## config.mk

```make
export PLATFORM = sky130hd
export DESIGN_NAME = keycode_router
export DESIGN_NICKNAME = d
export VERILOG_FILES = /design/src/rtl/keycode_pkg.sv /design/src/rtl/keycode_router_timer.sv /design/src/rtl/keycode_router.sv
export SDC_FILE = /design/constraint.sdc
export NUM_CORES = 1
export LEC_CHECK = 0
export CAP_MARGIN = 10
export CORE_MARGIN = 4
export CORE_UTILIZATION = 45
export CTS_CLUSTER_SIZE = 20
export DETAILED_ROUTE_END_ITERATION = 10
export DONT_BUFFER_PORTS = 1
export PLACE_DENSITY_LB_ADDON = 0.05
export SYNTH_ARGS = -nofsm -noshare
export SYNTH_HDL_FRONTEND = slang
export SYNTH_SLANG_ARGS = --single-unit
export TNS_END_PERCENT = 50
```

## constraint.sdc

```tcl
create_clock -name Clk -period 3.31 [get_ports Clk]
set_input_delay 0.993 -clock Clk [delete_from_list [all_inputs] [get_ports Clk]]
set_output_delay 0.993 -clock Clk [all_outputs]
set_load 0.02 [all_outputs]
```

## src/rtl/keycode_pkg.sv

```systemverilog
// Shared constants for the keyboard report router: key indices, special
// keycodes, the per-player key map and the last-direction state type.
package keycode_pkg;

   localparam int KEY_UP     = 0;
   localparam int KEY_DOWN   = 1;
   localparam int KEY_LEFT   = 2;
   localparam int KEY_RIGHT  = 3;
   localparam int KEY_ACTION = 4;
   localparam int NUM_DIRS   = 4;

   localparam logic [7:0] KC_ERR_ROLLOVER = 8'h01;
   localparam logic [7:0] KC_NONE         = 8'h00;

   // Per-player last-direction tracker state
   typedef enum logic {
      KS_NONE = 1'b0,
      KS_DIR  = 1'b1
   } key_state_t;

   // Key map: player 0 = W,S,A,D,Space; player 1 = arrows, Enter
   function automatic logic [7:0] map_code(input int player, input int key);
      logic [7:0] code;
      code = KC_NONE;
      if (player == 0) begin
         case (key)
            KEY_UP:     code = 8'h1a;
            KEY_DOWN:   code = 8'h16;
            KEY_LEFT:   code = 8'h04;
            KEY_RIGHT:  code = 8'h07;
            KEY_ACTION: code = 8'h2c;
            default:    code = KC_NONE;
         endcase
      end else if (player == 1) begin
         case (key)
            KEY_UP:     code = 8'h52;
            KEY_DOWN:   code = 8'h51;
            KEY_LEFT:   code = 8'h50;
            KEY_RIGHT:  code = 8'h4f;
            KEY_ACTION: code = 8'h28;
            default:    code = KC_NONE;
         endcase
      end
      return code;
   endfunction

   // Index of the lowest set direction bit; 0 when none is set
   function automatic logic [1:0] lowest_dir(input logic [NUM_DIRS-1:0] dirs);
      logic [1:0] idx;
      idx = 2'd0;
      for (int i = NUM_DIRS - 1; i >= 0; i--) begin
         if (dirs[i]) idx = 2'(i);
      end
      return idx;
   endfunction

endpackage

```

## src/rtl/keycode_router_timer.sv

```systemverilog
// Auto-repeat timer for a single key: loads the initial delay on press,
// counts down while the key stays held, and emits one-cycle repeat pulses.
module key_repeat_timer #(
   parameter int REPEAT_DELAY  = 24,
   parameter int REPEAT_PERIOD = 8,
   parameter int CW            = 5
) (
   input  logic Clk,
   input  logic Reset,
   input  logic load,
   input  logic clear,
   input  logic held,
   output logic repeat_pulse
);

   logic [CW-1:0] count;

   // Down-counter with terminal-count reload; pulse is registered
   always_ff @(posedge Clk or posedge Reset) begin
      if (Reset) begin
         count        <= '0;
         repeat_pulse <= 1'b0;
      end else begin
         repeat_pulse <= 1'b0;
         if (clear) begin
            count <= '0;
         end else if (load) begin
            count <= CW'(REPEAT_DELAY);
         end else if (held && count == CW'(1)) begin
            repeat_pulse <= 1'b1;
            count        <= CW'(REPEAT_PERIOD);
         end else if (held && count != '0) begin
            count <= count - CW'(1);
         end
      end
   end

endmodule

```

## src/rtl/keycode_router.sv

```systemverilog
// Keyboard report router: decodes each report strobe against the per-player
// key maps, registers held keys, produces press/release/repeat pulses and
// tracks each player's most recent direction.
//
//   state   | meaning
//   KS_NONE | no direction held, last_dir_valid=0, last_dir=0
//   KS_DIR  | last_dir holds the most recent held direction
//
// The release pulse output is named release_pulse because "release" is a
// reserved word in SystemVerilog.
module keycode_router
   import keycode_pkg::*;
#(
   parameter int NUM_SLOTS       = 4,
   parameter int NUM_PLAYERS     = 2,
   parameter int KEYS_PER_PLAYER = 5,
   parameter int REPEAT_DELAY    = 24,
   parameter int REPEAT_PERIOD   = 8
) (
   input  logic                                   Clk,
   input  logic                                   Reset,
   input  logic [8*NUM_SLOTS-1:0]                 keycode,
   input  logic                                   keycode_valid,
   output logic [NUM_PLAYERS*KEYS_PER_PLAYER-1:0] held,
   output logic [NUM_PLAYERS*KEYS_PER_PLAYER-1:0] press,
   output logic [NUM_PLAYERS*KEYS_PER_PLAYER-1:0] release_pulse,
   output logic [NUM_PLAYERS*KEYS_PER_PLAYER-1:0] repeat_pulse,
   output logic [2*NUM_PLAYERS-1:0]               last_dir,
   output logic [NUM_PLAYERS-1:0]                 last_dir_valid,
   output logic                                   rollover_err
);

   localparam int NK      = NUM_PLAYERS * KEYS_PER_PLAYER;
   localparam int RPT_MAX = (REPEAT_DELAY > REPEAT_PERIOD) ? REPEAT_DELAY : REPEAT_PERIOD;
   localparam int CW      = $clog2(RPT_MAX + 1);

   logic [NK-1:0]       present;
   logic                rollover;
   logic                accept;
   logic [NUM_DIRS-1:0] dir_press [NUM_PLAYERS];
   logic [NUM_DIRS-1:0] dir_rel   [NUM_PLAYERS];
   logic [NUM_DIRS-1:0] dir_new   [NUM_PLAYERS];
   key_state_t          ld_state  [NUM_PLAYERS];
   logic [1:0]          ld_q      [NUM_PLAYERS];

   // Decode report slots into per-key presence; flag ErrorRollOver
   always_comb begin
      present  = '0;
      rollover = 1'b0;
      for (int s = 0; s < NUM_SLOTS; s++) begin
         if (keycode[8*s +: 8] == KC_ERR_ROLLOVER) rollover = 1'b1;
         for (int p = 0; p < NUM_PLAYERS; p++) begin
            for (int k = 0; k < KEYS_PER_PLAYER; k++) begin
               if (keycode[8*s +: 8] != KC_NONE && keycode[8*s +: 8] == map_code(p, k))
                  present[p*KEYS_PER_PLAYER + k] = 1'b1;
            end
         end
      end
   end

   assign accept = keycode_valid & ~rollover;

   // Held state, edge pulses and the sticky rollover flag
   always_ff @(posedge Clk or posedge Reset) begin
      if (Reset) begin
         held          <= '0;
         press         <= '0;
         release_pulse <= '0;
         rollover_err  <= 1'b0;
      end else begin
         press         <= '0;
         release_pulse <= '0;
         if (keycode_valid && rollover) rollover_err <= 1'b1;
         if (accept) begin
            held          <= present;
            press         <= present & ~held;
            release_pulse <= held & ~present;
         end
      end
   end

   // One repeat timer per key; an ErrorRollOver report leaves them running
   for (genvar i = 0; i < NK; i++) begin : g_timer
      key_repeat_timer #(
         .REPEAT_DELAY (REPEAT_DELAY),
         .REPEAT_PERIOD(REPEAT_PERIOD),
         .CW           (CW)
      ) u_timer (
         .Clk         (Clk),
         .Reset       (Reset),
         .load        (accept & present[i] & ~held[i]),
         .clear       (accept & held[i] & ~present[i]),
         .held        (held[i]),
         .repeat_pulse(repeat_pulse[i])
      );
   end

   for (genvar p = 0; p < NUM_PLAYERS; p++) begin : g_dir
      assign dir_new[p]          = present[p*KEYS_PER_PLAYER +: NUM_DIRS];
      assign dir_press[p]        = present[p*KEYS_PER_PLAYER +: NUM_DIRS] & ~held[p*KEYS_PER_PLAYER +: NUM_DIRS];
      assign dir_rel[p]          = held[p*KEYS_PER_PLAYER +: NUM_DIRS] & ~present[p*KEYS_PER_PLAYER +: NUM_DIRS];
      assign last_dir[2*p +: 2]  = ld_q[p];
      assign last_dir_valid[p]   = (ld_state[p] == KS_DIR);
   end

   // Last-direction FSM per player; a new press outranks a fallback on release
   always_ff @(posedge Clk or posedge Reset) begin
      if (Reset) begin
         for (int p = 0; p < NUM_PLAYERS; p++) begin
            ld_state[p] <= KS_NONE;
            ld_q[p]     <= 2'd0;
         end
      end else if (accept) begin
         for (int p = 0; p < NUM_PLAYERS; p++) begin
            if (|dir_press[p]) begin
               ld_state[p] <= KS_DIR;
               ld_q[p]     <= lowest_dir(dir_press[p]);
            end else if (ld_state[p] == KS_DIR && dir_rel[p][ld_q[p]]) begin
               if (|dir_new[p]) begin
                  ld_q[p] <= lowest_dir(dir_new[p]);
               end else begin
                  ld_state[p] <= KS_NONE;
                  ld_q[p]     <= 2'd0;
               end
            end
         end
      end
   end

endmodule

```

==> impl_metrics.json <==
{
  "grt_pass1_vias": 4598,
  "synth_cells": 676,
  "cts-hold-fix-buffers": 0,
  "finalSetupTns_ns": 0,
  "cts_tree": "done",
  "p_leak_uw": 0.00281,
  "stdcell_area_um2": 6220,
  "post-place-ws_ns": 0.181,
  "viasPerCell": 5.75,
  "dr.pass1.iters": 5,
  "syn_avg_cell_area_um2": 8.51,
  "rows": 41,
  "relSlewSlack": 0.527,
  "syn-num-nets": 731,
  "cts.clk_slew.worst_paths_ns": 0.07,
  "arrival_ns": 3.09,
  "antenna-diode-count": 0,
  "core-area_um2": 12600,
  "grt_pass1_wl_mm": 22.2,
  "h-tree-depth": 3,
  "cts_buffers": 9,
  "synthArstFlopShare": 1.00,
  "critPathLaunchType": "input pin",
  "timing.final.ws_setup_ns": 0.503,
  "layout_common_cells": "nor2_1, dfrtp_1, nand2_1",
  "worst_slew_pin_slew_ns": 0.700,
  "hold_violations": 0,
  "syn_to_final_growth_pct": 8.11,
  "skew_ns": 0.00745,
  "initial_core_util": 0.458,
  "dieHeight_um": 121,
  "yosys_warnings": 0,
  "portBuffers": 0,
  "post_cts_resized": 0,
  "status": "complete, no violations",
  "nets": 719,
  "synth_edf_count": 0,
  "cts_setup_buffers": 0,
  "drt_iter0_drc": 332,
  "period_needed_ns": 2.81,
  "hp-class": "in2async",
  "cp-end-kind": "flip-flop",
  "dieArea_um2": 14700,
  "drc": 0,
  "final_max_slew_viol_count": 0,
  "peakVddDrop_mv": 0.257,
  "wl_mm": 13.4,
  "syn-cell-area_um2": 5750,
  "postRouteAntennaNets": 0,
  "vias": 4834,
  "wl_per_cell_um": 16.0,
  "antenna_found_initial": 0,
  "final_common_cell": "nor2_1",
  "place.gp.congestion": 0.985,
  "grt_setup_unrepaired": "no",
  "ioPinCount": 82,
  "cts_buffer_depth": 2,
  "cap_violations": 0,
  "cts_sinks": 97,
  "grt_overflow": 0,
  "fillCellCount": 1194,
  "synth_ff_type": "dfrtp_1",
  "finalSetupViolations": 0,
  "max_freq_mhz": 356,
  "setup.worst_path.class": "in2reg",
  "drive_gt1_frac": 0.0703,
  "hpwl_mm": 10.2,
  "clk_latency_ns": 0.35,
  "min_period_over_period": 0.848,
  "required_ns": 3.59,
  "finalPower_uw": 4420,
  "track_usage": 0.190,
  "ys_seq_area_frac": 0.422,
  "post_dp_cell_area_um2": 5900,
  "yosysUniqueCellTypes": 73,
  "die_x_um": 121,
  "cts_root_buf": "clkbuf_16",
  "power_density_nw_per_um2": 711,
  "grt_max_degree": 43,
  "ys_ff_latch": 97,
  "crit_fanout": 19
}
final cells by class:
type | count | area [um^2] | share of cell area
Inverter | 38 | 146 | 0.0235
Clock buffer | 11 | 243 | 0.0390
Clock inverter | 5 | 78.8 | 0.0127
Tap cell | 172 | 215 | 0.0346
Multi-Input combinational cell | 501 | 2960 | 0.475
Timing Repair Buffer | 17 | 153 | 0.0245
Sequential cell | 97 | 2430 | 0.390
cells in the mapped netlist, types with 17 or more instances:
library cell,n,share of area
buf_4,20,0.026
nand3_1,22,0.019
nand4_1,19,0.021
ha_1,20,0.044
nand2_1,49,0.032
nor3_1,40,0.035
dfrtp_1,97,0.42
nor2_1,116,0.076
clkbuf_1,18,0.012
inv_1,37,0.024
nor2b_1,17,0.018
a21oi_1,44,0.038
logic make-up after synthesis:
logic type               synth area share
AO/OA/AOI/OAI                       0.147
XOR/XNOR                           0.0122
adder cells (fa/ha/maj)            0.0435
buffers and inverters              0.0642
flip-flops                          0.422
multiplexers                       0.0152
AND/OR/NAND/NOR                     0.296
routing by layer:
layer,routed length [um],vias up,GRT usage,share of wire
li1,-,2371,-,-
met1,6240,2304,0.257,0.47
met2,5900,138,0.282,0.44
met3,963,21,0.0550,0.072
met4,316,0,0.0836,0.024
met5,0,-,0,0
report_power, final:
part           switching (uW)  internal, uW  leakage, uW
clock                     443           682     0.000159
sequential                419          1490      0.00126
combinational             763           625      0.00139
total                    1620          2800      0.00281
critical path: stages:
cell and delay (ns):
nor4b_1 0.56, a22oi_1 0.25, and4_1 0.49, and2_1 0.28, nand2_1 0.11, inv_2 0.05, or2_1 0.24, nor2_1 0.11
metrics by stage:
step | hold WS (ns) | utilization | instances
6_report | 0.445 | 0.495 | 841
5_1_grt | 0.452 | 0.495 | 841
4_1_cts | 0.439 | 0.495 | 841
3_5_place_dp | 0.532 | 0.469 | 825
3_3_place_gp | 0.524 | 0.469 | 825
2_1_floorplan | 0.487 | - | 676
final timing paths:
kind,depth (start not counted),slack [ns],end,from
min in group Clk,1,0.54,g_timer[9].u_timer.count[4],g_timer[9].u_timer.count[4]
worst max-delay path,8,0.50,g_timer[6].u_timer.count[2],keycode[17]
worst min register to register,1,0.54,g_timer[9].u_timer.count[4],g_timer[9].u_timer.count[4]
max in group asynchronous,2,2.28,g_timer[7].u_timer.count[1],Reset
worst min-delay path,1,0.45,g_timer[6].u_timer.count[4],Reset
worst max register to register,5,0.74,last_dir[2],held[8]
flip-flops by register name (all words and copies together) (netlist names):
signal	flops
g_timer.u_timer.repeat_pulse	10
held	10
last_dir_valid	2
g_timer.u_timer.count	50
release_pulse	10
last_dir	4
press	10
rollover_err	1
(Power assumes the default switching activity.)
